<file path="config.mk">
export PLATFORM = sky130hd
export DESIGN_NAME = chrom_eval_fsm
export DESIGN_NICKNAME = d
export VERILOG_FILES = /design/src/rtl/chrom_eval_fsm.sv
export SDC_FILE = /design/constraint.sdc
export NUM_CORES = 1
export LEC_CHECK = 0
export ABC_AREA = 1
export ABC_CLOCK_PERIOD_IN_PS = 5150
export CELL_PAD_IN_SITES_DETAIL_PLACEMENT = 0
export CELL_PAD_IN_SITES_GLOBAL_PLACEMENT = 1
export CORE_MARGIN = 4
export CORE_UTILIZATION = 36
export CTS_BUF_LIST = sky130_fd_sc_hd__clkbuf_4 sky130_fd_sc_hd__clkbuf_8
export DETAILED_ROUTE_END_ITERATION = 8
export PLACE_DENSITY = 0.83
export SKIP_LAST_GASP = 1
export SYNTH_ARGS = -nofsm -noshare
export SYNTH_HDL_FRONTEND = slang
export SYNTH_SLANG_ARGS = --single-unit
</file>
<file path="constraint.sdc">
create_clock -name iClock -period 5.15 [get_ports iClock]
set_clock_uncertainty 0.1 [all_clocks]
set_input_delay 0.7725 -clock iClock [delete_from_list [all_inputs] [get_ports iClock]]
set_output_delay 0.7725 -clock iClock [all_outputs]
set_load 0.03 [all_outputs]
</file>
<file path="src/rtl/chrom_eval_fsm.sv">
// chrom_eval_fsm: chromosome fitness-evaluation controller.
// Drives a stimulus set through an external phenotype and counts per-output-bit
// mismatches. Clean passes are re-run iRetries extra times. Results are
// presented with a start/done/ack handshake.
// Optional trace write port: define CHROM_EVAL_TRACE_EN to enable it; otherwise
// the trace outputs are tied to zero.
module chrom_eval_fsm #(
    parameter int IN_BITS       = 8,
    parameter int OUT_BITS      = 8,
    parameter int IDX_BITS      = 8,
    parameter int CNT_W         = 32,
    parameter int CYC_W         = 16,
    parameter int IGNORE_CYCLES = 10,
    parameter int ADDR_W        = 15
) (
    input  logic                                  iClock,
    input  logic                                  iReset_n,
    input  logic                                  iStart,
    input  logic                                  iAck,
    input  logic [IDX_BITS-1:0]                   iSeqCount,
    input  logic [CYC_W-1:0]                      iCyclesPerInput,
    input  logic [3:0]                            iRetries,
    input  logic                                  iAbortOnError,
    output logic [IDX_BITS-1:0]                   oSeqIndex,
    input  logic [IN_BITS-1:0]                    iSeqInput,
    input  logic [OUT_BITS-1:0]                   iSeqExpected,
    input  logic [OUT_BITS-1:0]                   iSeqValid,
    output logic [IN_BITS-1:0]                    oChromInput,
    input  logic [OUT_BITS-1:0]                   iChromOutput,
    output logic                                  oZeroChrom,
    output logic                                  oReady,
    output logic                                  oDone,
    output logic                                  oPass,
    output logic                                  oAborted,
    output logic                                  oCfgError,
    output logic [OUT_BITS*CNT_W-1:0]             oErrorSums,
    output logic [CNT_W+$clog2(OUT_BITS)-1:0]     oErrorTotal,
    output logic [3:0]                            oRetry,
    output logic                                  oTraceWe,
    output logic [ADDR_W-1:0]                     oTraceAddr,
    output logic [IN_BITS+IDX_BITS+2*OUT_BITS-1:0] oTraceData
);

    localparam int TOT_W = CNT_W + $clog2(OUT_BITS);
    localparam logic [CYC_W-1:0] IGN = CYC_W'(IGNORE_CYCLES);

    typedef enum logic [2:0] {
        S_IDLE  = 3'd0,
        S_CLEAR = 3'd1,
        S_RUN   = 3'd2,
        S_CHECK = 3'd3,
        S_DONE  = 3'd4
    } state_t;

    state_t state, state_nxt;

    logic [IDX_BITS-1:0]                idx;
    logic [3:0]                         retry;
    logic [CYC_W-1:0]                   cyc;
    logic [OUT_BITS-1:0]                flags;
    logic [OUT_BITS-1:0][CNT_W-1:0]     sums;
    logic                               pass;
    logic                               aborted;
    logic                               cfg_err;
    logic [IN_BITS-1:0]                 chrom_in_p1;
    logic [TOT_W-1:0]                   total;

    logic [OUT_BITS-1:0] mis;
    logic [OUT_BITS-1:0] commit_bits;
    logic                cfg_bad;
    logic                at_commit;
    logic                last_vec;
    logic                new_err;

    logic do_start, do_commit, do_next, do_abort, do_retry, do_pass;
    logic ready, done, zero_chrom;

    // Saturating increment: a counter pinned at all-ones stays there.
    function automatic logic [CNT_W-1:0] sat_inc(input logic [CNT_W-1:0] v,
                                                 input logic             inc);
        if (inc && (v != {CNT_W{1'b1}}))
            return v + 1'b1;
        return v;
    endfunction

    assign mis         = (iChromOutput ^ iSeqExpected) & iSeqValid;
    assign commit_bits = flags | mis;
    assign cfg_bad     = (iSeqCount == '0) || (iCyclesPerInput <= IGN);
    assign at_commit   = (cyc == iCyclesPerInput - 1'b1);
    assign last_vec    = (idx == iSeqCount - 1'b1);
    // Total after this commit is non-zero if it already was, or if any bit
    // is about to be counted (a saturated counter is already non-zero).
    assign new_err     = (total != '0) || (|commit_bits);

    // Sum of per-bit counters, combinational from the registered sums.
    always_comb begin
        total = '0;
        for (int i = 0; i < OUT_BITS; i++)
            total = total + TOT_W'(sums[i]);
    end

    // State register.
    always_ff @(posedge iClock) begin
        if (!iReset_n)
            state <= S_IDLE;
        else
            state <= state_nxt;
    end

    // Next-state decode plus the control strobes and state-derived status.
    always_comb begin
        state_nxt  = state;
        do_start   = 1'b0;
        do_commit  = 1'b0;
        do_next    = 1'b0;
        do_abort   = 1'b0;
        do_retry   = 1'b0;
        do_pass    = 1'b0;
        ready      = 1'b0;
        done       = 1'b0;
        zero_chrom = 1'b0;
        case (state)
            S_IDLE: begin
                ready = 1'b1;
                if (iStart && !cfg_bad) begin
                    do_start  = 1'b1;
                    state_nxt = S_CLEAR;
                end
            end
            S_CLEAR: begin
                zero_chrom = 1'b1;
                state_nxt  = S_RUN;
            end
            S_RUN: begin
                if (at_commit) begin
                    do_commit = 1'b1;
                    if (iAbortOnError && new_err) begin
                        do_abort  = 1'b1;
                        state_nxt = S_DONE;
                    end else if (last_vec) begin
                        state_nxt = S_CHECK;
                    end else begin
                        do_next = 1'b1;
                    end
                end
            end
            S_CHECK: begin
                if (total != '0) begin
                    state_nxt = S_DONE;
                end else if (retry < iRetries) begin
                    do_retry  = 1'b1;
                    state_nxt = S_RUN;
                end else begin
                    do_pass   = 1'b1;
                    state_nxt = S_DONE;
                end
            end
            S_DONE: begin
                done = 1'b1;
                if (iAck)
                    state_nxt = S_IDLE;
            end
            default: state_nxt = S_IDLE;
        endcase
    end

    // Datapath: stimulus register, cycle counter, sticky flags, sums, index.
    always_ff @(posedge iClock) begin
        if (!iReset_n) begin
            idx         <= '0;
            retry       <= '0;
            cyc         <= '0;
            flags       <= '0;
            sums        <= '0;
            pass        <= 1'b0;
            aborted     <= 1'b0;
            cfg_err     <= 1'b0;
            chrom_in_p1 <= '0;
        end else begin
            // stage p1: stimulus lags the ROM index by one cycle
            chrom_in_p1 <= iSeqInput;
            cfg_err     <= (state == S_IDLE) && iStart && cfg_bad;

            if (do_start) begin
                sums    <= '0;
                idx     <= '0;
                retry   <= '0;
                pass    <= 1'b0;
                aborted <= 1'b0;
            end

            if (state == S_CLEAR) begin
                cyc   <= '0;
                flags <= '0;
            end

            if (state == S_RUN) begin
                if (do_commit) begin
                    for (int i = 0; i < OUT_BITS; i++)
                        sums[i] <= sat_inc(sums[i], commit_bits[i]);
                    cyc   <= '0;
                    flags <= '0;
                    if (do_next)
                        idx <= idx + 1'b1;
                end else begin
                    cyc <= cyc + 1'b1;
                    if (cyc >= IGN)
                        flags <= flags | mis;
                end
            end

            if (do_abort)
                aborted <= 1'b1;
            if (do_pass)
                pass <= 1'b1;
            if (do_retry) begin
                retry <= retry + 1'b1;
                idx   <= '0;
            end
        end
    end

    assign oSeqIndex   = idx;
    assign oChromInput = chrom_in_p1;
    assign oZeroChrom  = zero_chrom;
    assign oReady      = ready;
    assign oDone       = done;
    assign oPass       = pass;
    assign oAborted    = aborted;
    assign oCfgError   = cfg_err;
    assign oErrorSums  = sums;
    assign oErrorTotal = total;
    assign oRetry      = retry;

`ifdef CHROM_EVAL_TRACE_EN
    logic [ADDR_W-1:0] trace_addr;

    // Trace address: restarts each pass so the buffer ends up holding the last one.
    always_ff @(posedge iClock) begin
        if (!iReset_n)
            trace_addr <= '0;
        else if ((state == S_CLEAR) || do_retry)
            trace_addr <= '0;
        else if (state == S_RUN)
            trace_addr <= trace_addr + 1'b1;
    end

    assign oTraceWe   = (state == S_RUN);
    assign oTraceAddr = trace_addr;
    assign oTraceData = {chrom_in_p1, idx, iSeqExpected, iChromOutput};
`else
    assign oTraceWe   = 1'b0;
    assign oTraceAddr = '0;
    assign oTraceData = '0;
`endif

endmodule

</file>
==> report_table.html <==
<table>
<tr><th>Metric</th><th>Value</th></tr>
<tr><th colspan="2">Global route</th></tr>
<tr><td>Routing usage on met3</td><td>7.24%</td></tr>
<tr><td>Tot GR Track Use</td><td>31.7%</td></tr>
<tr><td>Most used routing layer in global routing</td><td>met2</td></tr>
<tr><td>Number of global-route vias before repair</td><td>31.1k</td></tr>
<tr><td>Met1 capacity usage during global routing</td><td>40.3%</td></tr>
<tr><td>Global routing usage on met2</td><td>51.6%</td></tr>
<tr><td>Remaining global-route overflow</td><td>0</td></tr>
<tr><td>Number of antenna violations at the first check in global routing</td><td>1</td></tr>
<tr><td>Global-route wire length before repair</td><td>198000 um</td></tr>
<tr><td>Pin count of the biggest net entering global routing</td><td>86</td></tr>
<tr><th colspan="2">Layout</th></tr>
<tr><td>Syn-to-layout area delta</td><td>43.4%</td></tr>
<tr><td>Fraction of layout instances using a drive strength above 1</td><td>25.8%</td></tr>
<tr><td>Most common cell after layout, fill and taps aside</td><td>nand2_1</td></tr>
<tr><td>Inserted Diodes</td><td>0</td></tr>
<tr><td>Layout Utilization</td><td>52.1%</td></tr>
<tr><td>Post-route cell area</td><td>40400 um2</td></tr>
<tr><td>Nets</td><td>5417</td></tr>
<tr><td>Leading cell types in the layout, fill and taps excluded</td><td>nand2_1 (802), inv_1 (608), buf_4 (492), clkdlybuf4s50_1 (347), nor2_1 (296)</td></tr>
<tr><td>Total of fill cells in the finished design</td><td>7797</td></tr>
<tr><th colspan="2">Placement</th></tr>
<tr><td>Routability congestion estimate</td><td>1.01</td></tr>
<tr><td>Area after DPL</td><td>36800 um2</td></tr>
<tr><td>Placed wire-length estimate</td><td>109000 um</td></tr>
<tr><td>Number of I/O port buffers</td><td>381</td></tr>
<tr><th colspan="2">Setup path</th></tr>
<tr><td>Worst r2r dst</td><td>state[1]</td></tr>
<tr><td>Most Frequent Cell on Critical Path</td><td>fa_1</td></tr>
<tr><td>List of cells traversed by the critical path</td><td>inv_4 -&gt; fa_1 -&gt; inv_2 -&gt; fa_1 -&gt; fa_1 -&gt; inv_2 -&gt; fa_1 -&gt; inv_2 -&gt; ha_4 -&gt; nand2_8 -&gt; buf_6 -&gt; nor3_4 -&gt; buf_4 -&gt; buf_4 -&gt; nand3_4 -&gt; nand4_1 -&gt; nand2_2 -&gt; buf_6 -&gt; buf_12</td></tr>
<tr><td>Setup slack of the worst register-to-register path</td><td>-380 ps</td></tr>
<tr><td>Type of element capturing the critical path</td><td>output pin</td></tr>
<tr><td>Required time at the worst-slack endpoint</td><td>4280 ps</td></tr>
<tr><td>Worst Path Class, Setup</td><td>register to output pin</td></tr>
<tr><td>Kind of start point of the critical path</td><td>register</td></tr>
<tr><td>Startpoint of the most critical register-to-register path</td><td>oErrorSums[97]</td></tr>
<tr><td>R2R cell count</td><td>27</td></tr>
<tr><td>Biggest fanout along the worst timing path</td><td>4</td></tr>
<tr><td>Master of the slowest instance on the critical path</td><td>fa_1</td></tr>
<tr><td>Data arrival time of the critical path</td><td>4900 ps</td></tr>
<tr><td>Highest cell delay on the worst timing path</td><td>560 ps</td></tr>
<tr><td>First element of the critical path</td><td>oErrorSums[44]</td></tr>
<tr><th colspan="2">Timing</th></tr>
<tr><td>Fin. Hold Viols</td><td>0</td></tr>
<tr><td>Slew at the pin closest to its max-slew limit</td><td>1190 ps</td></tr>
<tr><td>Share of the clock period used by the worst path</td><td>112%</td></tr>
<tr><td>Min Tclk post-route</td><td>5770 ps</td></tr>
<tr><td>Smallest hold slack</td><td>377 ps</td></tr>
<tr><td>Count of final setup violators</td><td>47</td></tr>
<tr><td>Slew HR</td><td>20.4%</td></tr>
<tr><td>Achievable clock frequency</td><td>0.173 GHz</td></tr>
<tr><td>Crit path setup slack, layout</td><td>-620 ps</td></tr>
<tr><td>Fin Setup TNS</td><td>-19460 ps</td></tr>
<tr><td>Max Transition Viols Final</td><td>0</td></tr>
<tr><td>RSZ-0062 raised after global routing</td><td>true</td></tr>
<tr><th colspan="2">Yosys</th></tr>
<tr><td>Count of warnings emitted by yosys</td><td>0</td></tr>
<tr><td>Ys flop type</td><td>dfxtp_1</td></tr>
<tr><td>Syn Std Cell Area</td><td>28200 um2</td></tr>
<tr><td>EDFF count, synth</td><td>0</td></tr>
<tr><td>Asr flop ratio synth</td><td>0%</td></tr>
<tr><td>Mean cell area of the mapped netlist</td><td>6.61 um2</td></tr>
<tr><td>Flip-flop and latch count after synthesis</td><td>306</td></tr>
<tr><td>Area share of the largest cell type after synthesis</td><td>21.7%</td></tr>
<tr><td>Sequential fraction of the synthesis area</td><td>21.7%</td></tr>
<tr><td>Top cells by area in the synthesized netlist</td><td>dfxtp_1 (22%), fa_1 (14%), nand2_1 (12%)</td></tr>
<tr><td>Library cells used by synthesis</td><td>57</td></tr>
<tr><td>Leading area contributor after synthesis</td><td>dfxtp_1</td></tr>
<tr><td>Instance count of the mapped netlist</td><td>4263</td></tr>
<tr><th colspan="2">Power and ir drop</th></tr>
<tr><td>Pint</td><td>4.29 mW</td></tr>
<tr><td>Switching share of power</td><td>33.5%</td></tr>
<tr><td>Power per Cell Area</td><td>159 nW/um2</td></tr>
<tr><td>Leakage</td><td>17.0 nW</td></tr>
<tr><td>Share of power burned in registers</td><td>37.0%</td></tr>
<tr><td>IR Drop Worst-Case VDD</td><td>0.000261 V</td></tr>
<tr><td>NetSw</td><td>2.16 mW</td></tr>
<tr><td>Clk pwr share</td><td>46.0%</td></tr>
<tr><td>Combinational power share</td><td>17.0%</td></tr>
<tr><th colspan="2">Detailed routing</th></tr>
<tr><td>DRC marker count from the first detailed-route iteration</td><td>2883</td></tr>
<tr><td>DR vias</td><td>32.8k</td></tr>
<tr><td>Wirelength, routed</td><td>136000 um</td></tr>
<tr><td>Number of DRC violations after detailed routing</td><td>0</td></tr>
<tr><td>Ratio of routed vias to standard cells</td><td>5.28</td></tr>
<tr><td>Avg WL per Cell</td><td>21.9 um</td></tr>
<tr><td>Antenna-violating nets left</td><td>0</td></tr>
<tr><td>Pre-antenna DRT Iters</td><td>6</td></tr>
<tr><th colspan="2">Die</th></tr>
<tr><td>Core area</td><td>77600 um2</td></tr>
<tr><td>Die outline area</td><td>82900 um2</td></tr>
<tr><td>Initial core utilization</td><td>36.3%</td></tr>
<tr><td>Height of the die</td><td>288 um</td></tr>
<tr><td>Horizontal die dimension</td><td>288 um</td></tr>
<tr><td>Placement row count</td><td>102</td></tr>
<tr><td>Top Ports</td><td>430</td></tr>
<tr><th colspan="2">Job</th></tr>
<tr><td>Max cap viols</td><td>0</td></tr>
<tr><th colspan="2">Clock network</th></tr>
<tr><td>Clock Latency Late Sink</td><td>680 ps</td></tr>
<tr><td>Maximum clock path buffer count</td><td>3</td></tr>
<tr><td>TritonCTS clock tree</td><td>done</td></tr>
<tr><td>CTS clock-pin slew for the worst setup and hold paths</td><td>60 ps</td></tr>
<tr><td>Root Driver</td><td>clkbuf_8</td></tr>
<tr><td>CTS sink cnt</td><td>306</td></tr>
<tr><td>Clock H-tree levels</td><td>3</td></tr>
<tr><td>Post-CTS Hold Buffers</td><td>0</td></tr>
<tr><td>Clock buffer count from CTS</td><td>67</td></tr>
<tr><th colspan="2">Min path</th></tr>
<tr><td>Endpoint of the worst hold path</td><td>oPass</td></tr>
<tr><td>Worst Hold Depth</td><td>2</td></tr>
<tr><td>Path category of the worst min-delay check</td><td>register to register</td></tr>
<tr><td>Startpoint of the most critical hold path</td><td>oPass</td></tr>
<tr><th colspan="2">Status</th></tr>
<tr><td>Violated checks</td><td>negative setup slack</td></tr>
<tr><td>Status</td><td>complete, but fails checks</td></tr>
</table>
-- cell usage after synthesis (64+ instances only) --
cell and n:
clkbuf_1 87, nor4_1 64, xor2_1 159, nor3_1 154, nand2_1 925, fa_1 191, dfxtp_1 306, nand4_1 81
a31oi_1 119, nor2_1 328, inv_1 754, o21ai_0 235, nand3_1 297, a21oi_1 177
-- what timing repair did --
action | in CTS | in global routing
gates resized for setup | 317 | 263
buffers inserted | 25 | 23
endpoints found under the setup margin | 50 | 49
pin swaps | 143 | 150
-- flip-flops by register name, summed over array words and instances, names as in the netlist --
register,cells
oErrorSums,256
oChromInput,8
oRetry,4
oPass,1
oCfgError,1
flags,8
cyc,16
oSeqIndex,8
state,3
oAborted,1
-- worst max-delay path by stage --
| stage | end | slack (ps) | depth (start not counted) |
|---|---|---|---|
| 6_report | oErrorTotal[25] | -620 | 19 |
| 3_3_place_gp | oSeqIndex[2] | -730 | 27 |
| 5_1_grt | oErrorTotal[33] | -750 | 21 |
| 2_1_floorplan | oSeqIndex[2] | 0.1 | 26 |
| 3_5_place_dp | oSeqIndex[7] | -700 | 27 |
| 4_1_cts | oErrorTotal[30] | -590 | 20 |
-- layer usage --
| metal | share of wire, % | vias to the layer above |
|---|---|---|
| met5 | 0 | - |
| met4 | 5.5 | 0 |
| met1 | 40 | 15600 |
| met2 | 45 | 1539 |
| li1 | - | 15300 |
| met3 | 9.4 | 312 |
-- worst max-delay path: cells and delay by family, from the launching register on --
kind / cells / cell delay, ps
fa+ha+maj: 5 / 2450
buf+inv: 9 / 860
simple gates: 5 / 530
flops: 1 / 350
-- power by group through the flow --
stage,clock [mW],combinational [mW],sequential (mW)
after global routing,3.10,1.15,2.38
after detailed placement,0,1.05,2.44
after floorplan,0,0.593,2.44
final,2.96,1.10,2.38
after CTS,3.00,1.06,2.38
after global placement,0,1.05,2.44
-- layout make-up --
cell class | instances | area, um2 | area share, %
Clock buffer | 112 | 1360 | 3.36
Clock inverter | 11 | 71.3 | 0.176
Inverter | 772 | 2950 | 7.31
Multi-Input combinational cell | 3043 | 20100 | 49.6
Sequential cell | 306 | 6350 | 15.7
Tap cell | 1040 | 1300 | 3.22
Timing Repair Buffer | 917 | 8320 | 20.6
-- stage by stage --
stage / power [mW] / std cells / worst slack [ps]
floorplan: 3.04 / 4310 / 0.124
global placement: 3.49 / 6033 / -726
detailed placement: 3.49 / 6033 / -705
CTS: 6.45 / 6181 / -586
global route: 6.64 / 6201 / -753
finish: 6.45 / 6201 / -620
-- kinds of logic (layout without fill, tap and decap cells) --
group           after synthesis  after routing  share of synthesized area (%)
fa+ha+maj                   245            245                           16.0
mux                           1              1                         0.0399
buf+inv                     961           1812                           13.8
flops                       306            306                           21.7
xor+xnor                    194            194                           6.08
compound gates              642            642                           12.8
simple gates               1913           1913                           29.5
other cells                   1             48                         0.0133
No activity file was read; power rests on OpenSTA's default activity.
